--- src/rtl/word_memory_pkg.sv ---
// word_memory_pkg: shared widths and FSM state encoding for the word memory
package word_memory_pkg;
  localparam int DEF_DW    = 8;
  localparam int DEF_AW    = 6;
  localparam int DEF_DEPTH = 64;
  typedef enum logic [1:0] {
    IDLE   = 2'd0,
    ACCESS = 2'd1,
    CLEAR  = 2'd2,
    RESP   = 2'd3
  } state_t;
endpackage

--- src/rtl/word_memory_word.sv ---
// mem_word: one storage word with async clear and load enable
module mem_word #(
  parameter int DW = 8
) (
  input  logic          clk,
  input  logic          Cl,
  input  logic          en,
  input  logic [DW-1:0] d,
  output logic [DW-1:0] q
);
  // hold the word, loading d when enabled
  always_ff @(posedge clk or posedge Cl)
    if (Cl) q <= '0;
    else if (en) q <= d;
endmodule

--- src/rtl/word_memory.sv ---
// word_memory: req/ack word store with sequenced bulk clear
module word_memory
  import word_memory_pkg::*;
#(
  parameter int DW    = DEF_DW,
  parameter int AW    = DEF_AW,
  parameter int DEPTH = DEF_DEPTH
) (
  input  logic          clk,
  input  logic          Cl,
  input  logic          req,
  input  logic          we,
  input  logic [AW-1:0] addr,
  input  logic [DW-1:0] Din,
  input  logic          clr_all,
  output logic          ack,
  output logic          busy,
  output logic [DW-1:0] Dout
);
  state_t        state, next_state;
  logic [AW-1:0] addr_q, ptr;
  logic          we_q;
  logic [DW-1:0] din_q;
  logic [DW-1:0] words [DEPTH];
  logic          take_req, take_clr, in_clear;
  assign take_clr = (state == IDLE) && clr_all;
  assign take_req = (state == IDLE) && !clr_all && req;
  assign in_clear = (state == CLEAR);
  // state register
  always_ff @(posedge clk or posedge Cl)
    if (Cl) state <= IDLE;
    else state <= next_state;
  // next state: clear beats a simultaneous request, clear ends after the last word
  always_comb begin
    next_state = state;
    unique case (state)
      IDLE:    next_state = clr_all ? CLEAR : req ? ACCESS : IDLE;
      ACCESS:  next_state = RESP;
      CLEAR:   next_state = (ptr == AW'(DEPTH - 1)) ? RESP : CLEAR;
      default: next_state = IDLE;
    endcase
  end
  // capture the request so the requester may drop it after sampling
  always_ff @(posedge clk or posedge Cl)
    if (Cl) begin
      addr_q <= '0;
      we_q   <= 1'b0;
      din_q  <= '0;
    end else if (take_req) begin
      addr_q <= addr;
      we_q   <= we;
      din_q  <= Din;
    end
  // clear pointer walks every word once; its wrap back to zero is harmless
  always_ff @(posedge clk or posedge Cl)
    if (Cl) ptr <= '0;
    else if (take_clr) ptr <= '0;
    else if (in_clear) ptr <= ptr + 1'b1;
  // status flags follow the state being entered so they line up with it
  always_ff @(posedge clk or posedge Cl)
    if (Cl) begin
      ack  <= 1'b0;
      busy <= 1'b0;
    end else begin
      ack  <= (next_state == RESP);
      busy <= (next_state != IDLE);
    end
  // read port: Dout keeps the last read word
  always_ff @(posedge clk or posedge Cl)
    if (Cl) Dout <= '0;
    else if (state == ACCESS && !we_q) Dout <= words[addr_q];
  for (genvar i = 0; i < DEPTH; i++) begin : g_word
    logic en;
    assign en = (state == ACCESS && we_q && addr_q == AW'(i)) || (in_clear && ptr == AW'(i));
    mem_word #(.DW(DW)) u_word (
      .clk (clk),
      .Cl  (Cl),
      .en  (en),
      .d   (in_clear ? '0 : din_q),
      .q   (words[i])
    );
  end
endmodule
--- config.mk ---
export PLATFORM = sky130hd
export DESIGN_NAME = word_memory
export DESIGN_NICKNAME = d
export VERILOG_FILES = /design/src/rtl/word_memory_pkg.sv /design/src/rtl/word_memory_word.sv /design/src/rtl/word_memory.sv
export SDC_FILE = /design/constraint.sdc
export NUM_CORES = 1
export LEC_CHECK = 0
export BUFFER_PORTS_ARGS = -buffer_cell sky130_fd_sc_hd__buf_2
export CORE_MARGIN = 3
export CORE_UTILIZATION = 60
export CTS_CLUSTER_SIZE = 8
export DETAILED_ROUTE_END_ITERATION = 10
export PLACE_DENSITY = 0.74
export SETUP_SLACK_MARGIN = 0.15
export SLEW_MARGIN = 0
export SYNTH_ARGS = -nofsm -noshare
export SYNTH_HDL_FRONTEND = slang
export SYNTH_SLANG_ARGS = --single-unit
export TNS_END_PERCENT = 1
--- constraint.sdc ---
create_clock -name clk -period 52.8 [get_ports clk]
set_input_delay 7.92 -clock clk [delete_from_list [all_inputs] [get_ports clk]]
set_output_delay 7.92 -clock clk [all_outputs]
set_load 0.02 [all_outputs]
=== Word level (Yosys, flattened, before mapping) ===
Index checks and enable logic that the tools add are counted.

* Bits in registers: 545
* Output and inout bits: 10
* Logic and storage cells: 418

* Equality and inequality tests: 129
* Order comparisons: 1
* Add/subtract/negate cells: 1
* Multiplexer cells: 10
* Reduce and logical (&&, ||, !) cells: 204
* Bitwise logic cells: 1

{| class="wikitable"
|+ Operator list
! cell !! number
|-
| $eq 6x6->1 const B || 64
|-
| $eq 6x5->1 const B || 32
|-
| $logic_and 1x1->1 || 133
|-
| $eq 6x4->1 const B || 16
|-
| $logic_or 1x1->1 || 64
|-
| $bmux 8 s6 || 1
|-
| $eq 6x3->1 const B || 8
|-
| $eq 6x2->1 const B || 4
|-
| $mux 8 || 3
|-
| $eq 6x1->1 const B || 2
|-
| $logic_not 6->1 || 2
|-
| $mux 6 || 2
|-
| $ge 7x7->1 const B || 1
|-
| $not 6->7 || 1
|-
| $add 6x1->6 const B || 1
|-
| $pmux 2 s3 || 1
|-
| $eq 2x2->1 const B || 2
|-
| $reduce_bool 2->1 || 2
|-
| $eq 2x1->1 const B || 1
|-
| $logic_not 1->1 || 2
|-
| $logic_not 2->1 || 1
|-
| $mux 1 || 2
|-
| $mux 2 || 1
|}

=== Logic depth before layout (Yosys ltp) ===
* Depth in word-level cells: 4
* Gate-level depth with buffers: 9

=== By module ===
From an unflattened synthesis, not the netlist that was laid out.

* Cells, all modules: 1848
* Area total of the unflattened synthesis: 27991.8 um^2

{| class="wikitable"
|+ By module, submodules not included
! module !! cells an instance !! area an instance (um^2) !! instances
|-
| mem_word || 18 || 335.3 || 64
|-
| word_memory || 696 || 6531.3 || 1
|}

=== Worst setup path after synthesis ===
OpenSTA, ideal clock, no wires.

* Path type: input to register
* Start: in clr_all
* End: reg busy
* Buffers on the path: 0
* Slack: 43976 ps
* Stages: 4
* Required time: 52665 ps
* Arrival time: 8689 ps
* Cells stage by stage: nand3b_1 inv_1 a311oi_1 a21oi_1

* Cells in the longest elaborated chain, start to end: 3

{| class="wikitable"
|+ Ends and longest elaborated chain
! what !! line !! text
|-
| start: declaration || word_memory.sv:15 || <nowiki>input logic clr_all,</nowiki>
|-
| $mux 2 || word_memory.sv:37 || <nowiki>IDLE: next_state = clr_all ? CLEAR : req ? ACCESS : IDLE;</nowiki>
|-
| $pmux 2 s3 || word_memory.sv:36 || <nowiki>unique case (state)</nowiki>
|-
| $reduce_bool 2->1 || word_memory.sv:66 || <nowiki>busy <= (next_state != IDLE);</nowiki>
|-
| end signal: assignment || word_memory.sv:66 ||
|-
| end: declaration || word_memory.sv:17 || <nowiki>output logic busy,</nowiki>
|}

No other way between the ends.
A chain may end at the register's enable or synchronous reset.

==> implementation parameters <==
Parameter                              Value

Layout
  Number of diodes ... 0
  Area of combinational cells with multiple inputs ... 11,670 um^2
  Area taken by flip-flops and latches ... 13,650 um^2
  Net total in the final layout ... 1,784
  Share of cells above drive strength 1 ... between 40% and 50%
  Area grow syn2layout ... 9.317%
  Post-Layout Inst Area ... 28,460 um^2
  Count of fill cells added during filler insertion ... 2,994
  Non-filler cells in the finished layout ... 2,344

Hold path
  Class of the most critical hold timing path ... flip-flop to flip-flop
  End point of the most critical hold path ... din_q[5]
  Beginning of the worst hold path ... din_q[5]
  Worst Hold Path Cells ... 2

Routing
  Detailed-routed wire length on met3 ... 3.159 mm
  First-pass iteration count of the detailed router ... 6
  Uppermost signal routing layer after detailed routing ... met5
  Total number of vias ... 15,260
  DRT antenna net count ... 0
  Amount of wire on met2 after detailed routing ... between 20 and 30 mm
  Drt wl/cell ... approximately 27 um
  Drc violations ... 0
  Wl on met1 ... 28.20 mm
  Drt initial violations ... 1,206
  Via density per instance ... 6.511
  Routed Wire Length ... 62.24 mm

Synthesis
  Post-synthesis share of cell area spent on xor and xnor gates ... less than 1%
  Synthesized Nets ... 1,785
  Area share of and/or/nand/nor cells after synthesis ... 4.070%
  Cells after Synth ... 1,758
  Seq cells post-synth ... 545
  Warning count from the yosys run ... 0
  Post-synthesis mux area share ... between 30% and 40%
  Mean instance size in the synthesized netlist ... 14.81 um^2
  Synth Area in Compound Gates ... 5.636%
  Post-synthesis share of cell area spent on full adders, half adders and majority gates ... 0.3844%
  Share of flip-flops with an asynchronous set or reset after synthesis ... 100.0%
  Number of unique standard cell types used by synthesis ... 58
  Sequential share of the synthesized area ... between 50% and 60%
  Primary flip-flop cell chosen by synthesis mapping ... sky130_fd_sc_hd__dfrtp_1
  Combinational family with the most area after synthesis ... multiplexers
  Cell area after synthesis ... 26,040 um^2
  Number of enable-type register cells in the synthesized netlist ... 0

Power
  Power density over the cells ... 48.51 nW/um^2
  Share of power burned in the clock network ... 31.8%
  Net Sw Power ... 0.0004744 W
  Internal power consumption ... 0.0009065 W
  Switching share of total power ... 34.35%
  Max VDD drop ... 0.00008536 V
  Leakage component of the power ... roughly 13 nW
  Combinational group share of total power ... 29.8%
  Fraction of power consumed by sequential logic ... between 30% and 40%

Place
  Dpl cell area ... about 26,000 um^2
  Dpl cells ... 2,254
  Post-Place Setup Slack ... 42.35 ns
  Sum of net half-perimeters after detailed placement ... 38.58 mm
  Quantity of I/O buffers inserted on ports ... 28
  Final Wtd Congestion ... 0.9309

Floorplanning
  Placeable core region ... roughly 42,000 um^2
  Die Area ... 45,930 um^2
  Initial Utilization ... 61.39%
  Number of placement rows ... 75
  Overall die height ... 214.3 um
  Horizontal die dimension ... 214.3 um
  Number of primary I/O pins ... 29

STA
  Setup repair after global routing missed its margin ... false
  Min cycle time layout ... between 9 and 10 ns
  Total Neg Setup Slack ... 0 ns
  Part of the cycle the worst path needs ... 18.41%
  Final Hold Slack ... 0.4757 ns
  Total setup violations reported at the end of the flow ... 0
  Final Skew ... approximately 0.024 ns
  Maximum achievable frequency ... 102.9 MHz
  Slew Viols, Final ... 0
  Max-Slew Margin vs Limit ... 16.29%
  Worst-case setup margin in the final layout ... 43.08 ns
  Slew at the pin closest to its max-slew limit ... 1.256 ns
  Number of failing hold endpoints at the final stage ... 0

Setup path
  CP Class ... primary input to asynchronous set/reset pin
  Register-to-Register Setup Slack ... 48.69 ns
  RR Startpoint ... addr_q[3]
  Largest driver fanout on the critical path ... 120
  Signal arrival time at the worst endpoint ... 10.36 ns
  Worst flop-to-flop path endpoint ... g_word[42].u_word.q[6]
  Nature of the critical path startpoint ... primary input
  CP endpoint kind ... asynchronous set/reset pin
  Worst EP required ... 53.44 ns
  Logic depth of the worst register-to-register path ... 6

Job
  Number of maximum-capacitance constraint violations ... 0

Clock tree
  Number of levels in the clock H-tree ... 3
  Total number of clock tree sinks ... between 500 and 600
  Cts repair resizes ... 0
  Clock transition at the registers of the reported paths ... 0.05 ns
  Clock Root Buffer ... sky130_fd_sc_hd__clkbuf_16
  Number of buffers on the longest clock path ... 3
  Buffer count from post-CTS setup fixing ... 0
  Total clock buffers created by CTS ... 78
  Clk Latency, worst-skew pair ... 0.60 ns
  Hold buffer count at cts ... 0
  CTS tree ... done

GRT
  Residual overflow from global routing ... 0
  First-pass GRT wire length ... 98.10 mm
  Vias in the first global route ... 16,080
  Antenna violations before repair ... 1
  Total Routing Usage GR ... 27.65%
  Maximum number of pins on one net before global-route repair ... 140

Outcome
  Result of the run ... finished, final reports clean
## cell type report
| type | count | share of cell area (%) |
|---|---|---|
| multi-input cells | 1078 | 40.98 |
| inverters | 6 | 0.1055 |
| clock inverters | 4 | 0.1758 |
| repair buffers | 48 | 1.064 |
| well taps | 577 | 2.536 |
| clock buffers | 86 | 7.187 |
| flip-flops and latches | 545 | 47.95 |
## cells by family (layout without fill, tap and decap cells)
logic type | count (synthesis) | after routing
mux | 718 | 718
flops | 545 | 545
simple gates | 201 | 201
compound gates | 147 | 147
buf+inv | 135 | 144
fa+ha+maj | 8 | 8
xor+xnor | 4 | 4
## worst max path at each step
stage	endpoint	start	depth (start not counted)	slack, ns
floorplan	Dout[0]	Cl	1	29.64
global route	g_word[32].u_word.q[6]	Cl	4	42.68
detailed placement	g_word[40].u_word.q[2]	Cl	4	42.35
finish	g_word[34].u_word.q[6]	Cl	4	43.08
CTS	g_word[34].u_word.q[6]	Cl	4	42.96
global placement	g_word[32].u_word.q[2]	Cl	4	42.42
## flip-flops by register name, summed over array words and instances, names as in the netlist
| register | flops |
|---|---|
| g_word.u_word.q | 512 |
| Dout | 8 |
| din_q | 8 |
| addr_q | 6 |
| ptr | 6 |
| state | 2 |
| ack | 1 |
| busy | 1 |
| we_q | 1 |
## cell usage in the layout, fill, tap and decap left out, types with 5 or more instances in the layout
cell and count:
sky130_fd_sc_hd__dfrtp_1 541, sky130_fd_sc_hd__mux2_2 518, sky130_fd_sc_hd__mux2i_1 108, sky130_fd_sc_hd__mux4_2 90, sky130_fd_sc_hd__nand2_1 89, sky130_fd_sc_hd__clkbuf_16 81, sky130_fd_sc_hd__o22ai_2 53, sky130_fd_sc_hd__nor2_1 29
sky130_fd_sc_hd__buf_2 28, sky130_fd_sc_hd__a22oi_1 20, sky130_fd_sc_hd__buf_4 19, sky130_fd_sc_hd__nor2b_1 15, sky130_fd_sc_hd__a21oi_1 12, sky130_fd_sc_hd__a22o_1 12, sky130_fd_sc_hd__nand4_1 11, sky130_fd_sc_hd__nand3_1 10
sky130_fd_sc_hd__o22ai_4 8, sky130_fd_sc_hd__ha_1 8, sky130_fd_sc_hd__and2b_2 7, sky130_fd_sc_hd__o21ai_0 7, sky130_fd_sc_hd__a31oi_1 7, sky130_fd_sc_hd__nand2_2 6, sky130_fd_sc_hd__a41oi_1 6, sky130_fd_sc_hd__nand3_2 5
sky130_fd_sc_hd__o211ai_1 5, sky130_fd_sc_hd__a211oi_1 5, sky130_fd_sc_hd__inv_1 5, sky130_fd_sc_hd__clkbuf_1 5
## Yosys cell counts (all sizes together) (2+ instances only)
cell type | n | area (um^2)
mux2i | 108 | 1081
nor2 | 32 | 151.4
a41oi | 6 | 52.55
xor2 | 3 | 26.28
a31oi | 8 | 65.06
dfrtp | 545 | 13640
and2 | 4 | 25.02
a22o | 12 | 105.1
or3 | 2 | 12.51
o211ai | 5 | 37.54
clkbuf | 57 | 214.0
mux2 | 519 | 5844
nand3b | 6 | 52.55
nand3 | 17 | 135.1
nor3 | 2 | 10.01
mux4 | 91 | 2053
inv | 6 | 22.52
a22oi | 20 | 150.1
a21oi | 13 | 68.82
o2bb2ai | 2 | 23.77
o211a | 2 | 20.02
buf | 72 | 523.0
and2b | 10 | 76.32
o22ai | 61 | 823.3
o21ai | 8 | 40.03
a211oi | 5 | 37.54
ha | 8 | 100.1
nor2b | 18 | 112.6
nand4 | 12 | 81.33
nand2 | 95 | 371.6
## power groups by stage
stage	registers [W]	logic [W]	clock network [W]
2_1_floorplan	0.000509	0.000328	0
3_3_place_gp	0.000531	0.000400	0
3_5_place_dp	0.000536	0.000407	0
4_1_cts	0.000530	0.000408	0.000447
5_1_grt	0.000538	0.000436	0.000466
6_report	0.000530	0.000412	0.000440
## through the flow
stage | total power (W) | util, %
2_1_floorplan | 0.0008364 | -
3_3_place_gp | 0.0009314 | 62.17
3_5_place_dp | 0.0009422 | 62.17
4_1_cts | 0.001386 | 67.11
5_1_grt | 0.001440 | 67.11
6_report | 0.001381 | 67.11
## per-layer routing
metal	GRT usage (%)	up-vias
met1	40.64	8198
met2	42.92	444
li1	-	6501
met4	7.829	2
met3	5.016	117
met5	0	-
## worst max-delay path: stages
cell and delay (ns):
sky130_fd_sc_hd__buf_2 0.13, sky130_fd_sc_hd__inv_8 0.50, sky130_fd_sc_hd__buf_4 0.90, sky130_fd_sc_hd__buf_4 0.71
(Power assumes the default switching activity.)
